## config.mk

```make
export PLATFORM = sky130hd
export DESIGN_NAME = cic_decim_prog
export DESIGN_NICKNAME = d
export VERILOG_FILES = /design/src/rtl/cic_pkg.sv /design/src/rtl/cic_comb_stage.sv /design/src/rtl/cic_decim_prog.sv
export SDC_FILE = /design/constraint.sdc
export NUM_CORES = 1
export LEC_CHECK = 0
export BUFFER_PORTS_ARGS = -buffer_cell sky130_fd_sc_hd__buf_2
export CELL_PAD_IN_SITES_DETAIL_PLACEMENT = 0
export CELL_PAD_IN_SITES_GLOBAL_PLACEMENT = 2
export CORE_MARGIN = 2
export CORE_UTILIZATION = 36
export DETAILED_ROUTE_END_ITERATION = 10
export PLACE_DENSITY = 0.82
export SYNTH_ARGS = -nofsm -noshare
export SYNTH_HDL_FRONTEND = slang
export SYNTH_SLANG_ARGS = --single-unit
```

## constraint.sdc

```tcl
create_clock -name clk -period 2.8 [get_ports clk]
set_input_delay 0.28 -clock clk [delete_from_list [all_inputs] [get_ports clk]]
set_output_delay 0.28 -clock clk [all_outputs]
set_load 0.01 [all_outputs]
```

## src/rtl/cic_pkg.sv

```systemverilog
// Shared helpers for the programmable CIC decimator:
// width arithmetic, guard-bit minimum and rounding constant.
package cic_pkg;

    function automatic int clog2(input longint v);
        int     r;
        longint p;
        r = 0;
        p = 1;
        while (p < v) begin
            p = p * 2;
            r = r + 1;
        end
        return r;
    endfunction

    // Minimum guard bits so the integrators cannot lose information
    function automatic int guard_min(input int n, input int rmax, input int m);
        return n * clog2(longint'(rmax) * longint'(m));
    endfunction

    function automatic longint unsigned round_const(input int w, input int wout);
        return (wout < w) ? (64'd1 << (w - wout - 1)) : 64'd0;
    endfunction

endpackage

```

## src/rtl/cic_comb_stage.sv

```systemverilog
// One CIC comb: y = x - x delayed by M decimated samples.
// Delay line and result advance only on the stage strobe.
module cic_comb_stage
    import cic_pkg::*;
#(
    parameter int W = 38,
    parameter int M = 1
) (
    input  logic         clk,
    input  logic         rst,
    input  logic         stb_in,
    input  logic [W-1:0] x,
    output logic [W-1:0] y,
    output logic         stb_out
);

    logic [W-1:0] dly [M];

    always_ff @(posedge clk) begin
        if (rst) begin
            y       <= '0;
            stb_out <= 1'b0;
            for (int i = 0; i < M; i++) dly[i] <= '0;
        end else begin
            stb_out <= stb_in;
            if (stb_in) begin
                y      <= x - dly[M-1];
                dly[0] <= x;
                for (int i = 1; i < M; i++) dly[i] <= dly[i-1];
            end
        end
    end

endmodule

```

## src/rtl/cic_decim_prog.sv

```systemverilog
// N-stage CIC decimator, run-time ratio, differential delay M,
// pipelined integrators and round-half-up output truncation.
module cic_decim_prog
    import cic_pkg::*;
#(
    parameter int Win  = 16,
    parameter int N    = 2,
    parameter int M    = 1,
    parameter int RMAX = 2048,
    parameter int Wg   = 22,
    parameter int Wout = 38
) (
    input  logic                  clk,
    input  logic                  rst,
    input  logic [Win-1:0]        i_data,
    input  logic                  val_in,
    input  logic [clog2(RMAX):0]  i_dec_ratio,
    output logic [Wout-1:0]       o_data,
    output logic                  val_out
);

    localparam int W  = Win + Wg;
    localparam int RW = clog2(RMAX) + 1;
    localparam logic [W-1:0] RND = W'(round_const(W, Wout));

    if (Wg < guard_min(N, RMAX, M)) begin : g_guard_err
        $error("cic_decim_prog: Wg too small for N, RMAX and M");
    end
    if (Wout > W) begin : g_wout_err
        $error("cic_decim_prog: Wout exceeds Win+Wg");
    end

    function automatic logic [RW-1:0] clamp_ratio(input logic [RW-1:0] r);
        if (r == '0) return RW'(1);
        if (r > RW'(RMAX)) return RW'(RMAX);
        return r;
    endfunction

    logic                 rst_q;
    logic [RW-1:0]        r_act;
    logic [RW-1:0]        r_eff;
    logic [RW-1:0]        cnt;
    logic                 blk_end;
    logic                 dec_stb;
    logic [W-1:0]         integ [N];
    logic [N:0][W-1:0]    comb_x;
    logic [N:0]           stb;
    logic [W-1:0]         rounded;

    // First cycle after reset release takes the requested ratio directly
    assign r_eff   = rst_q ? clamp_ratio(i_dec_ratio) : r_act;
    assign blk_end = val_in && (cnt == r_eff - RW'(1));

    always_ff @(posedge clk) begin
        rst_q <= rst;
        if (rst) begin
            cnt     <= '0;
            r_act   <= RW'(1);
            dec_stb <= 1'b0;
            for (int k = 0; k < N; k++) integ[k] <= '0;
        end else begin
            dec_stb <= blk_end;
            if (val_in) begin
                integ[0] <= integ[0] + {{Wg{i_data[Win-1]}}, i_data};
                for (int k = 1; k < N; k++) integ[k] <= integ[k] + integ[k-1];
                cnt <= blk_end ? '0 : cnt + RW'(1);
            end
            if (blk_end) r_act <= clamp_ratio(i_dec_ratio);
            else if (rst_q) r_act <= r_eff;
        end
    end

    assign comb_x[0] = integ[N-1];
    assign stb[0]    = dec_stb;

    for (genvar k = 0; k < N; k++) begin : g_comb
        cic_comb_stage #(
            .W (W),
            .M (M)
        ) u_comb (
            .clk     (clk),
            .rst     (rst),
            .stb_in  (stb[k]),
            .x       (comb_x[k]),
            .y       (comb_x[k+1]),
            .stb_out (stb[k+1])
        );
    end

    assign rounded = comb_x[N] + RND;

    always_ff @(posedge clk) begin
        if (rst) begin
            o_data  <= '0;
            val_out <= 1'b0;
        end else begin
            val_out <= stb[N];
            if (stb[N]) o_data <= rounded[W-1 -: Wout];
        end
    end

endmodule
```

# Yosys cells after proc, flatten, opt, wreduce, memory -nomap -nowiden
# Memory sizes are Yosys's and may differ from the RTL's.
# Index checks and enable logic that the tools add are counted.
# totals
regBits	143
latch_bits	0
mem_bits_rw	152
mem_bits_ro	0
input_bits	31
output_inout_bits	39
memories	3
# memory_table
name	words	width	read_ports	rd_clocked_by_memory_dff	write_ports	line	rtl
integ	2	38	2	0	2	cic_decim_prog.sv:45	logic [W-1:0] integ [N];
g_comb[0].u_comb.dly	1	38	1	0	1	cic_comb_stage.sv:17	logic [W-1:0] dly [M];
g_comb[1].u_comb.dly	1	38	1	0	1	cic_comb_stage.sv:17	
# op_classes
addsub	6
multipliers	0
div_mod_pow	0
magnitude_cmp	1
eq_ne	1
n_shift	0
muxes	35
bitwise_logic	2
reduce_logical	5
# op_table
operator	count
two-way mux 38 bit	4
two-way mux 12 bit	10
adder 38 bit	2
OR reduction 38 bit	2
subtractor 38 bit	2
two-way mux 1 bit	21
adder 12 x 1 -> 12 bit (second input constant)	1
equality test 12 bit	1
> comparator 12 bit (second input constant)	1
zero test 12 bit	1
subtractor 12 x 1 -> 12 bit (second input constant)	1
bitwise OR 1 bit	2
nonzero test 2 bit	1
logical AND 1 bit	1

# Depth between registers and ports, before layout
# Gate-level depths: netlist of the first run.
# logic_depth
ltp_word	17
ltp_mapped	16
mapped_depth_nobuf	13

# Hierarchy
# A second synthesis of the first run with hierarchy kept.
# hier_totals
cells_unflattened	2220
hier_area_um2	19780.2
# modules_own_cells
module	n_inst	cells_each	area_each_um2	seq_area_each_um2
cic_comb_stage	2	584	5068.6	1921.8
cic_decim_prog	1	1052	9643.0	3583.4

# Worst setup path after synthesis of the first run
# No wires, ideal clock.
# synth_path
path_kind	reg2reg
from	memory integ[0][0]
to	memory integ[0][34] (data pin)
setup_time_ps	263
arrival_time_ps	2766
required_time_ps	2537
setup_slack_ps	-229
stages_incl_launch_ff	13
n_path_buf	0
cell_sequence	edfxtp_1 > ha_1 > inv_1 > fa_1 > nor2b_1 > o31a_1 > o311ai_2 > a31oi_1 > nor4b_2 > nor3_1 > or4b_4 > o31ai_2 > mux2i_1
# synth_rtl
item	line
start: declaration	cic_decim_prog.sv:45

==> results of run 1 <==
-- metal layers --
metal,vias up,global-route usage
met5,-,0
met4,0,0.0496
met3,58,0.0193
met2,164,0.278
met1,7390,0.232
li1,8238,-
-- worst paths after layout --
check | endpoint | cells after the start
worst max-delay path | integ[0][34] | 13
worst min-delay path | r_act[1] | 4
worst max register to register | integ[0][34] | 13
worst min register to register | g_comb[1].u_comb.y[8] | 2
-- power by group through the flow --
stage	sequential [mW]	combinational, mW	clock (mW)
2_1_floorplan	4.95	2.14	0
3_3_place_gp	5.00	3.30	0
3_5_place_dp	5.01	3.35	0
4_1_cts	4.92	3.58	5.13
5_1_grt	4.95	4.33	5.28
6_report	4.93	3.92	5.01
-- flip-flops by register name, indices dropped and copies added, names as in the netlist --
register and count:
rst_q 1, integ 76, g_comb.u_comb.dly 76, r_act 12
val_out 1, g_comb.u_comb.stb_out 2, cnt 12, g_comb.u_comb.y 76
dec_stb 1, o_data 38
-- worst max-delay path, stage by stage, from the launching register on --
cell	delay (ns)
edfxtp_1	0.40
ha_2	0.20
inv_2	0.06
fa_2	0.22
nor2b_2	0.06
o31a_1	0.29
o311ai_4	0.30
a31oi_4	0.16
nor4b_2	0.30
buf_4	0.17
nor3_2	0.04
or4b_4	0.55
o31ai_4	0.20
mux2i_1	0.10
-- cells by family (layout without fill, tap and decap cells) --
| group | after synthesis | count (layout) |
|---|---|---|
| muxes | 84 | 84 |
| adders and majority gates | 154 | 154 |
| buffers and inverters | 201 | 618 |
| and+or+nand+nor | 670 | 670 |
| AOI/OAI and AO/OA | 524 | 524 |
| xor gates and xnor gates | 129 | 129 |
| DFF | 295 | 295 |
-- cells in the final DEF, fill, tap and decap left out, drive strengths merged, types with 10 or more instances in the layout --
cell / netlist / final
nor3: 51 / 51
and2: 80 / 80
xor2: 60 / 60
a21o: 61 / 61
and3: 22 / 22
dfxtp: 143 / 143
nand4: 20 / 20
clkbuf: 65 / 45
buf: 13 / 428
o31ai: 16 / 16
nand2: 104 / 104
ha: 150 / 150
nor2b: 31 / 31
o21bai: 13 / 13
a31oi: 22 / 22
a21oi: 131 / 131
edfxtp: 152 / 152
inv: 123 / 128
nor2: 231 / 231
nand3: 48 / 48
o211ai: 11 / 11
nand2b: 26 / 26
a211oi: 38 / 38
xnor2: 68 / 68
nor3b: 10 / 10
o21a: 26 / 26
or3: 10 / 10
mux2i: 82 / 82
o21ai: 113 / 113
o22ai: 10 / 10
-- area by class of cell --
type / instances / share of cell area
multi-input cells: 1561 / 0.475
clock inverters: 20 / 0.0112
flip-flops and latches: 295 / 0.296
repair buffers: 430 / 0.126
clock buffers: 45 / 0.0397
well taps: 688 / 0.0343
inverters: 123 / 0.0185
-- per-stage QoR --
stage,instances,TNS [ns],total power [mW],hold slack [ns]
2_1_floorplan,2057,-0.461,7.08,0.308
6_report,3162,-3.27,13.9,0.114
5_1_grt,3162,-7.20,14.6,0.112
4_1_cts,3136,-2.54,13.6,0.0831
3_3_place_gp,3051,-8.58,8.30,0.440
3_5_place_dp,3051,-11.05,8.36,0.449
-- repair_timing --
action / 4_1_cts / 5_1_grt
endpoints found under the hold margin: 2 / 0
resized for setup: 108 / 159
hold buffers: 2 / 0
buffers inserted: 20 / 30
pin swaps: 74 / 116
setup endpoints to repair: 55 / 96
==> out/metrics.cfg, run 1 <==
[worst_setup_path]
timing.critical_path.fanout_max = 3
timing.critical_path.from = integ[0][0]
required_worst_endpoint_ns = 3.09
r2r_start = integ[0][0]
cp-start-kind = flop
start_to_end_type_of_the_worst_setup_path = flop to flop
r2r_slack_ns = -0.53
type_of_destination_of_the_critical_path = flop
cp.arrival_ns = 3.63

[synthesis]
post_synth_xor_xnor_area = 0.0602
synth-edff-count = 152
most_frequent_cell_after_synthesis = nor2_1
synth_top_area_cell = edfxtp_1
synth_top_cells_by_area = edfxtp_1 24%, dfxtp_1 15%, ha_1 9.9%
yosysWarnings = 0
synthesized_cell_area_um2 = 19000
yosys-top-cells-count = 221 x nor2_1, 152 x edfxtp_1, 150 x ha_1
synth_seq_area_share = 0.391
async_flop_share = 0
synth_compound_area_frac = 0.181
yosys_most_used_dff = edfxtp_1
multiplexer_area_fraction_after_synthesis = 0.0444
ys_types = 86
synth_area_per_cell_um2 = 9.23
mappedNetlistNets = 2242
post-synth-top-area-fraction = 0.240
synth_fa_ha_area_frac = 0.103
post_synth_inst_count = 2057
ys_seq_elements = 295
combinational_family_with_the_most_area_after_synthesis = compound AO/OA/AOI/OAI gates
post_synth_and_or_nand_nor_area_fraction = 0.178

[detailed_routing]
drt_first_iter_violations = 816
overall_via_count_from_detail_route = 15850
met3_wirelength_mm = 1.12
drc = 0
wl_met2_mm = 21.4
post_drt_wl_per_cell_um = 14.7
detail_route.vias_per_cell = 5.01
drt-met1-wl_mm = 23.1
ant_nets = 0
detail_route.wirelength_mm = 46.6
detail_route.first_pass.iterations = 5
highest-signal-layer = met4

[die]
initial_cell_density_of_the_core = 0.363
design.die.area_um2 = 54600
coreArea_um2 = 52300
ioPinCount = 70
die-width_um = 234
placementRows = 84
fp.dieH_um = 234

[clocking]
tritoncts = done
clock_tree.buffer_depth = 3
insertion_delay_ns = 0.56
cts_sink_count = 295
htreeDepth = 2
cts_root_buffer = clkbuf_16
clk_pin_slew_ns = 0.06
clock_buffer_count_from_cts = 37

[finish]
nNetsFinal = 2633
register_area_um2 = 7430
postLayoutCellArea_um2 = 25100
filler_cell_count = 4950
synthToLayoutAreaGrowth_pct = 32.3
diodes = 0
drive_gt1_frac = 0.283
layout.core_utilization = 0.480
multiInputGateArea_um2 = 11900

[timing]
timing.final.ws_setup_ns = -0.534
setup_viol_count_final = 21
final-max-slew-violation-count = 0
final_worst_path_period_share = 1.19
clock_skew_ns = 0.0229
maxSlewHeadroom = 0.544
fmax_ghz = 0.300
hold_viol = 0
unrepaired_setup_endpoints_after_global_routing = true
worst_pin_slew_ns = 0.684
finalCriticalPeriod_ns = 3.33

[status]
status = finished with violations
violations = negative setup slack

[global_route]
grt_pass1_wl_mm = 76.5
number_of_antenna_violations_at_the_first_check_in_global_routing = 0
grt_remaining_overflow = 0
grt_pass1_vias = 15521
grt_use_total = 0.169
maximum_number_of_pins_on_one_net_before_global_route_repair = 77

[placement]
port_buffers = 69
dp_slack_ns = -0.629
placedInstanceArea_um2 = 22300
place.gp.congestion = 0.850
detailed_place_hpwl_mm = 34.6

[power]
pwr-share-seq = 0.355
sw_frac_of_total = 0.292
power.internal_mw = 9.82
leakagePower_nw = 10.7
peakVddDrop_mv = 0.349
p_comb_frac = 0.283
clock_power_share = 0.361
pwr_density_cell_nw_per_um2 = 552
net-switching-power_mw = 4.04

[flow_run]
max_cap_viol_count = 0

[min_path]
holdCritStartpoint = i_dec_ratio[1]
min_path_type = primary input to flop

Note: power is estimated with default switching activity, not from simulation.
==> run 2, diff against run 1 <==
Settings changed: ABC_AREA set to 1, CELL_PAD_IN_SITES_DETAIL_PLACEMENT 0 to unset, CELL_PAD_IN_SITES_GLOBAL_PLACEMENT 2 to unset, CORE_MARGIN 2 to unset, CORE_UTILIZATION 36 to 57, PLACE_DENSITY 0.82 to 0.83.
==> run 2 against run 1 <==
  * The flow now finishes without violations
  * Synthesized cell count increased by 34%
  * Cell count increased by 8.0%
  * Clock skew increased by 0.0042 ns
  * First-iteration DRC count increased by 72%
  * Synthesized area increased by 4.4%
  * Sequential power about the same
  * Global-route usage increased by 13 points
  * Sequential share of layout area increased by 2.6 points
==> out/metrics.cfg, run 2 <==
[status]
status = finished, final reports clean

[synthesis]
synth_top_cells_by_area = edfxtp_1 23%, dfxtp_1 14%, nand2_1 9.5%
post-synth-top-area-fraction = 0.230
ys_types = 52
most_frequent_cell_after_synthesis = nand2_1
async_flop_share = 0
mappedNetlistNets = 2938
synth_top_area_cell = edfxtp_1
synth_area_per_cell_um2 = 7.20
yosysWarnings = 0
synth_seq_area_share = 0.375
synthesized_cell_area_um2 = 19800
ys_seq_elements = 295
synth-edff-count = 152
yosys-top-cells-count = 504 x nand2_1, 437 x inv_1, 409 x nor2_1
yosys_most_used_dff = edfxtp_1
post_synth_inst_count = 2753

[finish]
layout_common_cells = 496 x nand2_1, 437 x inv_1, 401 x nor2_1
layout.cells.most_common = nand2_1
layout.core_utilization = 0.682
nNetsFinal = 3128
synthToLayoutAreaGrowth_pct = 16.6
filler_cell_count = 2846
diodes = 0
drive_gt1_frac = 0.131
largest_registers = g_comb.u_comb.dly: 76 flops, g_comb.u_comb.y: 76 flops, integ: 76 flops

[placement]
port_buffers = 69
detailed_place_hpwl_mm = 40.7
place.gp.congestion = 0.963

[global_route]
grt_remaining_overflow = 0
number_of_antenna_violations_at_the_first_check_in_global_routing = 0
grt_pass1_vias = 18370
grt_pass1_wl_mm = 87.2
maximum_number_of_pins_on_one_net_before_global_route_repair = 61
grt_use_total = 0.299

[worst_setup_path]
crit_path_max_incr_delay_ns = 0.50
r2r_slack_ns = 0.09
required_worst_endpoint_ns = 3.19
crit_chain = ha_1, a21oi_1, o21ai_0, nand2_1, o211ai_1, nand2_1, nand2_1, a21oi_1, inv_1, a21oi_1, inv_1, o21ai_1, o21ai_0
timing.critical_path.fanout_max = 5
type_of_destination_of_the_critical_path = flop
start_to_end_type_of_the_worst_setup_path = flop to flop
critical_path_buf_inv_count = 2
cp-start-kind = flop
critical_path.top_delay_family = compound AO/OA/AOI/OAI gates
critical_path.slowest_cell = edfxtp_1
cp.arrival_ns = 3.11

[timing]
finalCriticalPeriod_ns = 2.71
maxSlewHeadroom = 0.291
final_worst_path_period_share = 0.969
hold_worst_slack_ns = 0.128
final-max-slew-violation-count = 0
unrepaired_setup_endpoints_after_global_routing = true
worst_pin_slew_ns = 1.06
clock_skew_ns = 0.0271
hold_viol = 0
fmax_ghz = 0.368
setup_viol_count_final = 0

[clocking]
cts_hold_repair.buffers = 0
tritoncts = done
cts_root_buffer = clkbuf_16
htreeDepth = 2
clk_pin_slew_ns = 0.07
clock_buffer_count_from_cts = 34
cts_sink_count = 295
insertion_delay_ns = 0.52
clock_tree.buffer_depth = 3

[detailed_routing]
drc = 0
detail_route.first_pass.iterations = 6
detail_route.wirelength_mm = 53.6
post_drt_wl_per_cell_um = 15.7
drt_first_iter_violations = 1402
ant_nets = 0
overall_via_count_from_detail_route = 18920
detail_route.vias_per_cell = 5.54

[power]
peakVddDrop_mv = 0.440
leakagePower_nw = 11.2
pwr_density_cell_nw_per_um2 = 539

[die]
ioPinCount = 70
design.die.area_um2 = 35500
coreArea_um2 = 33900
placementRows = 67
initial_cell_density_of_the_core = 0.585
die-width_um = 188
fp.dieH_um = 188

[flow_run]
max_cap_viol_count = 0

[min_path]
min_path_type = primary input to flop

## run 2: changes by cell type in the layout (fill, tap and decap cells not counted), moves of 152 or more
cell,before,now
o21ai_0,68,230
inv_1,114,437
a21oi_1,107,259
buf_4,340,135
nand2_1,103,496
nor2_1,217,401
## run 2: cells by family (layout without fill, tap and decap cells)
family	after synthesis	in the layout	synth area share
AND/OR/NAND/NOR	1098	1098	0.230
AO/OA/AOI/OAI	694	694	0.194
buffers and inverters	497	711	0.0953
flip-flops	295	295	0.375
adder cells (fa/ha/maj)	154	154	0.0988
XOR/XNOR	15	15	0.00663
## run 2: report_power, final
| part | leakage, nW | switching, mW | internal (mW) |
|---|---|---|---|
| clock network | 0.571 | 1.85 | 2.75 |
| logic | 7.80 | 1.85 | 1.11 |
| registers | 2.78 | 0.160 | 4.74 |
## run 2: worst paths after layout
| path | from | endpoint | cells past startpoint |
|---|---|---|---|
| min | i_dec_ratio[11] | r_act[11] | 3 |
| max | integ[0][41] | g_comb[0].u_comb.y[26] | 13 |
| max reg2reg | integ[0][41] | g_comb[0].u_comb.y[26] | 13 |
| min reg2reg | g_comb[1].u_comb.y[35] | g_comb[1].u_comb.y[35] | 2 |
## run 2: timing repair
item | CTS | global route
endpoints found under the setup margin | 4 | 49
buffers inserted | 0 | 5
pin swaps | 0 | 20
gates resized for setup | 3 | 93
## run 2: worst register-to-register path, delay by kind of cell (launching register included)
| family | cells | cell delay (ns) |
|---|---|---|
| flip-flops | 1 | 0.50 |
| AO/OA/AOI/OAI | 7 | 1.21 |
| buffers and inverters | 2 | 0.21 |
| AND/OR/NAND/NOR | 3 | 0.27 |
| adder cells (fa/ha/maj) | 1 | 0.40 |
## run 2: cell type report
| cell class | instances | area, um^2 | area share |
|---|---|---|---|
| flip-flops and latches | 295 | 7430 | 0.322 |
| clock buffers | 41 | 960 | 0.0415 |
| multi-input cells | 1961 | 10900 | 0.471 |
| repair buffers | 206 | 1400 | 0.0605 |
| inverters | 445 | 1670 | 0.0723 |
| well taps | 448 | 561 | 0.0243 |
| clock inverters | 19 | 211 | 0.00915 |
## run 2: per-stage QoR
step / setup TNS [ns] / instances / power [mW] / setup WS (ns) / cell area [um^2]
after global placement: 0 / 3350 / 7.67 / 0.0220 / 21500
final: 0 / 3415 / 12.5 / 0.0857 / 23100
after CTS: 0 / 3410 / 12.3 / 0.0202 / 22700
after global routing: -0.122 / 3415 / 13.1 / -0.0423 / 23100
after detailed placement: -0.117 / 3350 / 7.74 / -0.0788 / 21500
after floorplan: 0 / 2753 / 6.78 / 0.281 / 19800
## run 2: per-layer routing
metal	global-route usage	share of wire
met1	0.369	0.43
met2	0.533	0.49
met5	0	0
met4	0.119	0.040
met3	0.0300	0.048
